--- config.mk ---
export PLATFORM = sky130hd
export DESIGN_NAME = mem_access_stage
export DESIGN_NICKNAME = d
export VERILOG_FILES = /design/src/rtl/mem_stage_pkg.sv /design/src/rtl/mem_wb_register.sv /design/src/rtl/mem_access_stage.sv
export SDC_FILE = /design/constraint.sdc
export NUM_CORES = 1
export LEC_CHECK = 0
export BUFFER_PORTS_ARGS = -buffer_cell sky130_fd_sc_hd__buf_4
export CAP_MARGIN = 20
export CORE_AREA = 2 2 96 98
export CTS_BUF_LIST = sky130_fd_sc_hd__clkbuf_4
export DETAILED_ROUTE_END_ITERATION = 12
export DIE_AREA = 0 0 98 100
export PLACE_DENSITY_LB_ADDON = 0.3
export SYNTH_ARGS = -nofsm -noshare
export SYNTH_HDL_FRONTEND = slang
export SYNTH_HIERARCHICAL = 1
export SYNTH_SLANG_ARGS = --single-unit
--- constraint.sdc ---
create_clock -name clk -period 2.1 [get_ports clk]
set_clock_uncertainty 0.2 [all_clocks]
set_input_delay 0.105 -clock clk [delete_from_list [all_inputs] [get_ports clk]]
set_output_delay 0.105 -clock clk [all_outputs]
set_load 0.005 [all_outputs]
--- src/rtl/mem_stage_pkg.sv ---
// Shared types and constants for the MIPS memory stage.
// Holds the access FSM encoding, the link register index and the wait-counter width.
package mem_stage_pkg;

  typedef enum logic {
    IDLE = 1'b0,
    WAIT = 1'b1
  } mem_state_e;

  localparam logic [4:0] JAL_LINK_REG   = 5'd31;
  localparam int         WAIT_CNT_WIDTH = 8;

endpackage

--- src/rtl/mem_wb_register.sv ---
// MEM/WB pipeline register: write enable, destination and write data.
// Latency 1 cycle; holds its contents whenever en is low (pipeline stall).
module mem_wb_register #(
  parameter int DATA_WIDTH     = 32,
  parameter int REG_ADDR_WIDTH = 5
) (
  input  logic                      clk,
  input  logic                      reset,
  input  logic                      en,
  input  logic                      reg_write,
  input  logic [REG_ADDR_WIDTH-1:0] write_register,
  input  logic [DATA_WIDTH-1:0]     write_data,
  output logic                      wb_reg_write,
  output logic [REG_ADDR_WIDTH-1:0] wb_write_register,
  output logic [DATA_WIDTH-1:0]     wb_write_data
);

  always_ff @(posedge clk or negedge reset) begin
    if (!reset) begin
      wb_reg_write      <= 1'b0;
      wb_write_register <= '0;
      wb_write_data     <= '0;
    end else if (en) begin
      wb_reg_write      <= reg_write;
      wb_write_register <= write_register;
      wb_write_data     <= write_data;
    end
  end

endmodule

--- src/rtl/mem_access_stage.sv ---
// MEM stage: data-memory req/ack access, branch decision and MEM/WB capture.
// Latency 1 cycle plus memory wait cycles; stalls upstream while an access is outstanding.
module mem_access_stage
  import mem_stage_pkg::*;
#(
  parameter int DATA_WIDTH     = 32,
  parameter int REG_ADDR_WIDTH = 5,
  parameter int TIMEOUT_CYCLES = 255
) (
  input  logic                      clk,
  input  logic                      reset,
  input  logic [DATA_WIDTH-1:0]     ex_pc,
  input  logic [DATA_WIDTH-1:0]     ex_alu_result,
  input  logic [DATA_WIDTH-1:0]     ex_read_data2,
  input  logic [REG_ADDR_WIDTH-1:0] ex_write_register,
  input  logic                      ex_zero,
  input  logic                      ex_jal,
  input  logic                      ex_branch_eq,
  input  logic                      ex_branch_ne,
  input  logic                      ex_mem_read,
  input  logic                      ex_mem_write,
  input  logic                      ex_mem_to_reg,
  input  logic                      ex_reg_write,
  output logic                      dmem_req,
  output logic                      dmem_we,
  output logic [DATA_WIDTH-1:0]     dmem_addr,
  output logic [DATA_WIDTH-1:0]     dmem_wdata,
  input  logic                      dmem_ack,
  input  logic [DATA_WIDTH-1:0]     dmem_rdata,
  output logic                      stall,
  output logic                      branch_taken,
  output logic                      wb_reg_write,
  output logic [REG_ADDR_WIDTH-1:0] wb_write_register,
  output logic [DATA_WIDTH-1:0]     wb_write_data,
  output logic                      mem_error
);

  mem_state_e                state, state_next;
  logic [WAIT_CNT_WIDTH-1:0] wait_cnt;
  logic                      access, legal, illegal, timeout;
  logic                      req_int, ack_seen, wb_en;
  logic [DATA_WIDTH-1:0]     load_data, write_data;
  logic [REG_ADDR_WIDTH-1:0] write_register;
  logic                      reg_write;

  assign access  = ex_mem_read | ex_mem_write;
  assign legal   = access & ~(ex_mem_read & ex_mem_write) & (ex_alu_result[1:0] == 2'b00);
  assign illegal = access & ~legal;
  // wait_cnt counts WAIT cycles already spent; the TIMEOUT_CYCLES-th one aborts
  assign timeout = (state == WAIT) &&
                   (wait_cnt == WAIT_CNT_WIDTH'(TIMEOUT_CYCLES - 1));

  assign branch_taken = (ex_branch_eq & ex_zero) | (ex_branch_ne & ~ex_zero);

  always_comb begin
    state_next = state;
    req_int    = 1'b0;
    stall      = 1'b0;
    unique case (state)
      IDLE: begin
        req_int = legal;
        if (legal && !dmem_ack) begin
          stall      = 1'b1;
          state_next = WAIT;
        end
      end
      WAIT: begin
        req_int = ~timeout;
        if (dmem_ack || timeout) state_next = IDLE;
        else                     stall      = 1'b1;
      end
      default: state_next = IDLE;
    endcase
    // Reset must drop the request in the same cycle, even with EX/MEM still holding an access
    if (!reset) begin
      req_int = 1'b0;
      stall   = 1'b0;
    end
  end

  assign dmem_req   = req_int;
  assign dmem_we    = req_int & ex_mem_write;
  assign dmem_addr  = req_int ? ex_alu_result : '0;
  assign dmem_wdata = req_int ? ex_read_data2 : '0;

  always_ff @(posedge clk or negedge reset) begin
    if (!reset) begin
      state     <= IDLE;
      wait_cnt  <= '0;
      mem_error <= 1'b0;
    end else begin
      state    <= state_next;
      wait_cnt <= (state == WAIT) ? wait_cnt + WAIT_CNT_WIDTH'(1) : '0;
      if ((state == IDLE && illegal) || timeout) mem_error <= 1'b1;
    end
  end

  // An aborted load returns zero because ack_seen stays low
  assign ack_seen       = req_int & dmem_ack;
  assign load_data      = ack_seen ? dmem_rdata : '0;
  assign write_data     = ex_jal ? ex_pc : (ex_mem_to_reg ? load_data : ex_alu_result);
  assign write_register = ex_jal ? REG_ADDR_WIDTH'(JAL_LINK_REG) : ex_write_register;
  assign reg_write      = ex_reg_write & ~illegal;
  assign wb_en          = ~stall;

  mem_wb_register #(
    .DATA_WIDTH     (DATA_WIDTH),
    .REG_ADDR_WIDTH (REG_ADDR_WIDTH)
  ) u_mem_wb (
    .clk               (clk),
    .reset             (reset),
    .en                (wb_en),
    .reg_write         (reg_write),
    .write_register    (write_register),
    .write_data        (write_data),
    .wb_reg_write      (wb_reg_write),
    .wb_write_register (wb_write_register),
    .wb_write_data     (wb_write_data)
  );

endmodule

==> flow_summary.yaml, run 1 <==
run_status:
  status: "finished, violations left"
  violations: "setup timing"
global_route:
  grt_max_degree: 31
  antenna_found_initial: 0
  grt_use_total_pct: 26.5
  grt_pass1_vias: 4143
  grt_pass1_wl_mm: 20.7
  gr-total-overflow: 0
final_layout:
  finalNetCount: 827
  area_delta_synth_final_pct: 106
  drive_gt1_share_pct: 52.7
  final_common_cell: "buf_4"
  diodes: 0
  fillCellCount: 562
  layout.area.seq_mm2: 0.00120
  final_cell_mix: "buf_4 (253), dlygate4sd3_1 (100), dfrtp_1 (48)"
  multi_input_area_mm2: 0.00180
power_and_ir_drop:
  combPwrFrac_pct: 36.5
  finalPower_uw: 2730
  peakVddDrop_mv: 0.354
  pwr-share-clk_pct: 25.5
  power.leakage_uw: 0.00344
  p_sw_uw: 710
  power_density_mw_per_mm2: 414
  swShare_pct: 26.0
  p_int_uw: 2020
  seq_power_share_pct: 38.0
sta:
  fin_crit_sh_pct: 107
  final_max_slew_viol_count: 0
  hold_violations: 0
  setup_viol_count_final: 104
  fin_crit_ns: 2.25
  maxSlewHeadroom_pct: 43.1
  tightest_slew_ns: 0.851
  fin_ws_ns: -0.149
  rsz0062_at_grt: "true"
  fmax_mhz: 445
  setup_tns_ns: -11.60
placement:
  dp_worst_setup_slack_ns: 0.0680
  routabilityCongestion: 0.800
  port-buffer-count: 250
  post-dp-hpwl_mm: 8.38
critical_path:
  cp.arrival_ns: 2.32
  crit_fanout: 8
  cp.required_ns: 2.17
  reg2reg_from: "wait_cnt[0]$_DFF_PN0_"
  critPathLaunch: "wait_cnt[0]$_DFF_PN0_"
  crit_type: "flip-flop to flip-flop"
  start_kind: "flip-flop"
  critical-path-max-stage-delay_ns: 0.40
  crit_chain: "inv_1, ha_2, nand4_4, o221a_4, buf_4, nand2b_4, clkbuf_16, mux2_2"
  slowest_stage: "dfrtp_1"
  cp-end-kind: "flip-flop"
detailed_routing:
  drtIter0Drc: 130
  dr.pass1.iters: 4
  num_vias: 3975
  drc: 0
  routed_wl_mm: 14.0
  vias_per_cell: 5.02
  ant_nets: 0
  wl_per_cell_um: 17.7
logic_synthesis:
  synth_compound_area_share_pct: 15.2
  synth_mux_area_share_pct: 16.1
  synth_fp_nets: 470
  avgSynthCellArea_um2: 9.88
  synth_area_mm2: 0.00319
  syn_inst: 323
  synth.distinct_cells: 33
  synthSimpleGateAreaFrac_pct: 20.7
  ys_warn_count: 6
  synth_xor_area_share_pct: 0.823
  ys_ff_latch: 48
  synthAdderAreaFrac_pct: 1.18
  ys_seq_area_share_pct: 37.6
  synth_top_family_by_area: "simple AND/OR/NAND/NOR gates"
floorplan:
  die_x_um: 98
  ios: 251
  rows: 35
  die-area_mm2: 0.00980
  initial_core_util_pct: 35.9
  die_y_um: 100
  core_region_area_mm2: 0.00889
cts:
  clkTransAtPathRegs_ns: 0.16
  cts_tree: "done"
  cts_made_buffers: 5
  cts_buffer_depth: 2
  cts_num_sinks: 48
  cts-root-buf: "clkbuf_4"
  htree_levels: 2
  worstSkewPairLatency_ns: 0.38
worst_hold_path:
  min_from: "ex_alu_result[0]"
  hold_path.class: "primary input to flip-flop"
job:
  cap_violations: 0
[logic make-up after synthesis]
kind of cell | after synthesis
and+or+nand+nor | 96
AOI/OAI and AO/OA | 76
buffers and inverters | 58
DFF | 48
muxes | 39
xor gates and xnor gates | 3
adders and majority gates | 3
[flip-flops by register name, summed over array words and instances, names as in the netlist]
| name | cells |
|---|---|
| mem_error | 1 |
| state | 1 |
| u_mem_wb/wb_reg_write | 1 |
| u_mem_wb/wb_write_data | 32 |
| u_mem_wb/wb_write_register | 5 |
| wait_cnt | 8 |
[critical path: cells and delay by family (launching register included)]
family	cells	cell delay, ns
AOI/OAI and AO/OA	1	0.31
adders and majority gates	1	0.20
and+or+nand+nor	2	0.30
muxes	1	0.32
buffers and inverters	3	0.41
DFF	1	0.40
[what timing repair did]
action                                  4_1_cts  5_1_grt
pin swaps                                     1        0
cloned                                        0        6
hold endpoints to repair                     88        0
hold buffers                                100        0
buffers inserted                              1        1
endpoints found under the setup margin       67      105
resized for setup                            11       21
[cell type report]
| type | count | share of cell area (%) |
|---|---|---|
| repair buffers | 372 | 48.6 |
| well taps | 111 | 2.11 |
| inverters | 36 | 2.05 |
| multi-input cells | 217 | 27.4 |
| clock buffers | 5 | 0.570 |
| flip-flops and latches | 48 | 18.2 |
| clock inverters | 3 | 1.05 |
[metrics by stage]
stage / hold WS, ns / instance area [µm²] / util, % / std cells
global placement: -0.196 / 5230 / 58.8 / 676
global route: 0.00617 / 6590 / 74.1 / 792
finish: 0.0295 / 6590 / 74.1 / 792
CTS: 0.00341 / 6380 / 71.8 / 785
detailed placement: -0.192 / 5230 / 58.8 / 676
floorplan: -0.391 / 3220 / - / 323
[synthesized netlist by cell type]
master | count | area share (%)
o22ai_1 | 1 | 0.20
buf_2 | 3 | 0.47
o221a_4 | 1 | 0.63
or2_2 | 5 | 0.98
o21a_1 | 1 | 0.24
or3_1 | 3 | 0.59
and2_4 | 20 | 5.5
nor2_1 | 7 | 0.82
nor3b_4 | 1 | 0.59
o31ai_1 | 1 | 0.24
mux2_2 | 19 | 6.7
nand4_2 | 2 | 0.78
nand3_1 | 3 | 0.47
ha_1 | 3 | 1.2
nand2b_1 | 1 | 0.20
and4_1 | 2 | 0.55
nand2_1 | 2 | 0.24
buf_6 | 6 | 2.1
inv_1 | 36 | 4.2
nor2b_1 | 1 | 0.20
dfrtp_1 | 48 | 38
and2_1 | 45 | 8.8
xnor2_1 | 1 | 0.27
a22oi_1 | 29 | 6.8
o21ai_0 | 32 | 5.0
nor3b_1 | 3 | 0.71
o21ai_1 | 3 | 0.47
a21oi_1 | 7 | 1.1
o221ai_2 | 1 | 0.47
xor2_1 | 2 | 0.55
clkbuf_1 | 13 | 1.5
mux2_4 | 20 | 9.4
and4b_1 | 1 | 0.31
[final timing paths]
| kind | slack, ns | cells after the start | to |
|---|---|---|---|
| max | -0.15 | 8 | u_mem_wb/wb_write_data[1]$_DFFE_PN0P_ |
| min | 0.03 | 5 | state$_DFF_PN0_ |
| max reg2reg | -0.15 | 8 | u_mem_wb/wb_write_data[1]$_DFFE_PN0P_ |
| min reg2reg | 0.29 | 2 | mem_error$_DFFE_PN0P_ |
| max in group asynchronous | 0.39 | 3 | u_mem_wb/wb_write_data[2]$_DFFE_PN0P_ |
| min in group asynchronous | 0.14 | 3 | u_mem_wb/wb_write_data[22]$_DFFE_PN0P_ |
[power groups by stage]
stage / clock network [µW] / registers, µW / logic [µW]
floorplan: 0 / 1050 / 273
global placement: 0 / 1050 / 732
detailed placement: 0 / 1050 / 748
CTS: 701 / 1030 / 927
global route: 724 / 1040 / 1060
finish: 696 / 1040 / 995
[layer usage]
metal	GRT usage (%)	part of all wire, %	vias to the layer above
met1	27.3	34	1921
met4	11.0	3.3	0
met2	51.2	55	213
li1	-	-	1807
met5	0	0	-
met3	6.41	7.6	34
(Power assumes the default switching activity.)
==> run 2: changes to the inputs <==
--- a/config.mk
+++ b/config.mk
@@ -6,12 +6,12 @@
 export NUM_CORES = 1
 export LEC_CHECK = 0
 export BUFFER_PORTS_ARGS = -buffer_cell sky130_fd_sc_hd__buf_4
-export CAP_MARGIN = 20
 export CORE_AREA = 2 2 96 98
 export CTS_BUF_LIST = sky130_fd_sc_hd__clkbuf_4
 export DETAILED_ROUTE_END_ITERATION = 12
 export DIE_AREA = 0 0 98 100
 export PLACE_DENSITY_LB_ADDON = 0.3
+export SETUP_SLACK_MARGIN = 0.05
 export SYNTH_ARGS = -nofsm -noshare
 export SYNTH_HDL_FRONTEND = slang
 export SYNTH_HIERARCHICAL = 1
==> flow_summary.yaml, run 2 (synthesis gave the netlist of run 1 again) <==
placement:
  routabilityCongestion: 0.800
  post-dp-hpwl_mm: 8.38
  placed_area_mm2: 0.00523
  port-buffer-count: 250
sta:
  fin_crit_sh_pct: 108
  hold_violations: 0
  fin_ws_ns: -0.171
  fin_crit_ns: 2.27
  setup_viol_count_final: 104
  rsz0062_at_grt: "true"
  final_max_slew_viol_count: 0
  fmax_mhz: 440
  tightest_slew_ns: 0.963
  maxSlewHeadroom_pct: 35.6
  setup_tns_ns: -13.52
critical_path:
  start_kind: "flip-flop"
  slowest_stage: "dfrtp_1"
  crit_chain: "inv_1, ha_2, nand4_4, o221a_4, buf_6, nand2b_4, buf_12, buf_16, mux2_4"
  crit_fanout: 9
  cp.required_ns: 2.18
  cp-end-kind: "flip-flop"
  critPathTopFamily: "buffers and inverters"
  cp.arrival_ns: 2.35
  crit_type: "flip-flop to flip-flop"
  critical-path-max-stage-delay_ns: 0.41
  cp_num_buf_inv: 4
final_layout:
  area_delta_synth_final_pct: 111
  drive_gt1_share_pct: 54.2
  diodes: 0
  final_common_cell: "buf_4"
  largest_reg_flops: 32
  reg_top3: "u_mem_wb/wb_write_data x32, wait_cnt x8, u_mem_wb/wb_write_register x5"
  final_cell_mix: "buf_4 (253), dlygate4sd3_1 (100), dfrtp_1 (47)"
  top_register: "u_mem_wb/wb_write_data"
  fin_area_mm2: 0.00674
  finalNetCount: 834
floorplan:
  ios: 251
  initial_core_util_pct: 35.9
  core_region_area_mm2: 0.00889
  rows: 35
  die-area_mm2: 0.00980
  die_x_um: 98
  die_y_um: 100
global_route:
  antenna_found_initial: 0
  grt_max_degree: 31
  grt_pass1_wl_mm: 20.9
  grt_use_total_pct: 26.7
  gr-total-overflow: 0
  grt_pass1_vias: 4197
cts:
  cts_tree: "done"
  cts-root-buf: "clkbuf_4"
  cts_buffer_depth: 2
  worstSkewPairLatency_ns: 0.38
  cts_num_sinks: 48
  clkTransAtPathRegs_ns: 0.15
  htree_levels: 2
  cts_made_buffers: 5
detailed_routing:
  num_vias: 4090
  drc: 0
  drtIter0Drc: 217
  routed_wl_mm: 15.0
  ant_nets: 0
  dr.pass1.iters: 4
  wl_per_cell_um: 18.8
  vias_per_cell: 5.12
power_and_ir_drop:
  power.leakage_uw: 0.00353
  peakVddDrop_mv: 0.380
  power_density_mw_per_mm2: 412
job:
  cap_violations: 0
run_status:
  violations: "setup timing"
  status: "finished, violations left"
worst_hold_path:
  hold_path.class: "primary input to flip-flop"
-- run 2: cell types whose count changed in the layout (fill, tap and decap cells not counted), sizes merged --
cell	before	now
buf	268	277
clkbuf	9	7
-- run 2: final timing paths --
kind                                  startpoint                                      to  slack (ns)  depth (start not counted)
max reg2reg                wait_cnt[0]$_DFF_PN0_  u_mem_wb/wb_write_data[11]$_DFFE_PN0P_       -0.17                          9
min in group asynchronous                  reset       u_mem_wb/wb_reg_write$_DFFE_PN0P_        0.22                          2
max                        wait_cnt[0]$_DFF_PN0_  u_mem_wb/wb_write_data[11]$_DFFE_PN0P_       -0.17                          9
min reg2reg                mem_error$_DFFE_PN0P_                   mem_error$_DFFE_PN0P_        0.29                          2
min                               dmem_rdata[19]  u_mem_wb/wb_write_data[19]$_DFFE_PN0P_       0.008                          4
max in group asynchronous                  reset  u_mem_wb/wb_write_data[19]$_DFFE_PN0P_        0.52                          3
-- run 2: layout make-up --
type	count	area, µm²
repair buffers	379	3300
fillers	530	2150
multi-input cells	217	1860
flip-flops and latches	48	1200
well taps	111	139
inverters	36	135
clock inverters	3	68.8
clock buffers	5	37.5
-- run 2: tightest hold or removal path, delay by kind of cell --
kind | cells | cell delay [ns]
AOI/OAI and AO/OA | 1 | 0.18
muxes | 1 | 0.17
buffers and inverters | 2 | 0.11
-- run 2: power breakdown --
part / switching [µW] / internal, µW / leakage [µW]
Sequential: 48.1 / 991 / 0.000594
Clock: 331 / 375 / 0.0000558
Combinational: 366 / 667 / 0.00288
-- run 2: layer usage --
layer	GRT usage, %	routed length, µm	vias up
met2	51.4	8270	245
met4	10.1	544	0
met3	5.92	1190	45
li1	-	-	1821
met5	0	0	-
met1	28.2	5020	1979
-- run 2: repair_timing --
action	CTS	global route
hold endpoints to repair	88	0
pin swaps	1	0
resized for setup	16	59
setup buffers	3	6
gates cloned	2	5
setup endpoints to repair	70	105
hold buffers	100	0
-- run 2: per-stage QoR --
| stage | instances | hold WS [ns] | utilization [%] | setup slack [ns] | power [µW] |
|---|---|---|---|---|---|
| floorplan | 323 | -0.391 | - | -0.0570 | 1320 |
| global placement | 676 | -0.196 | 58.8 | 0.104 | 1780 |
| detailed placement | 676 | -0.192 | 58.8 | 0.0680 | 1800 |
| CTS | 789 | 0.00552 | 72.9 | -0.130 | 2680 |
| global route | 799 | 0.00232 | 75.8 | -0.246 | 2880 |
| finish | 799 | 0.00801 | 75.8 | -0.171 | 2780 |
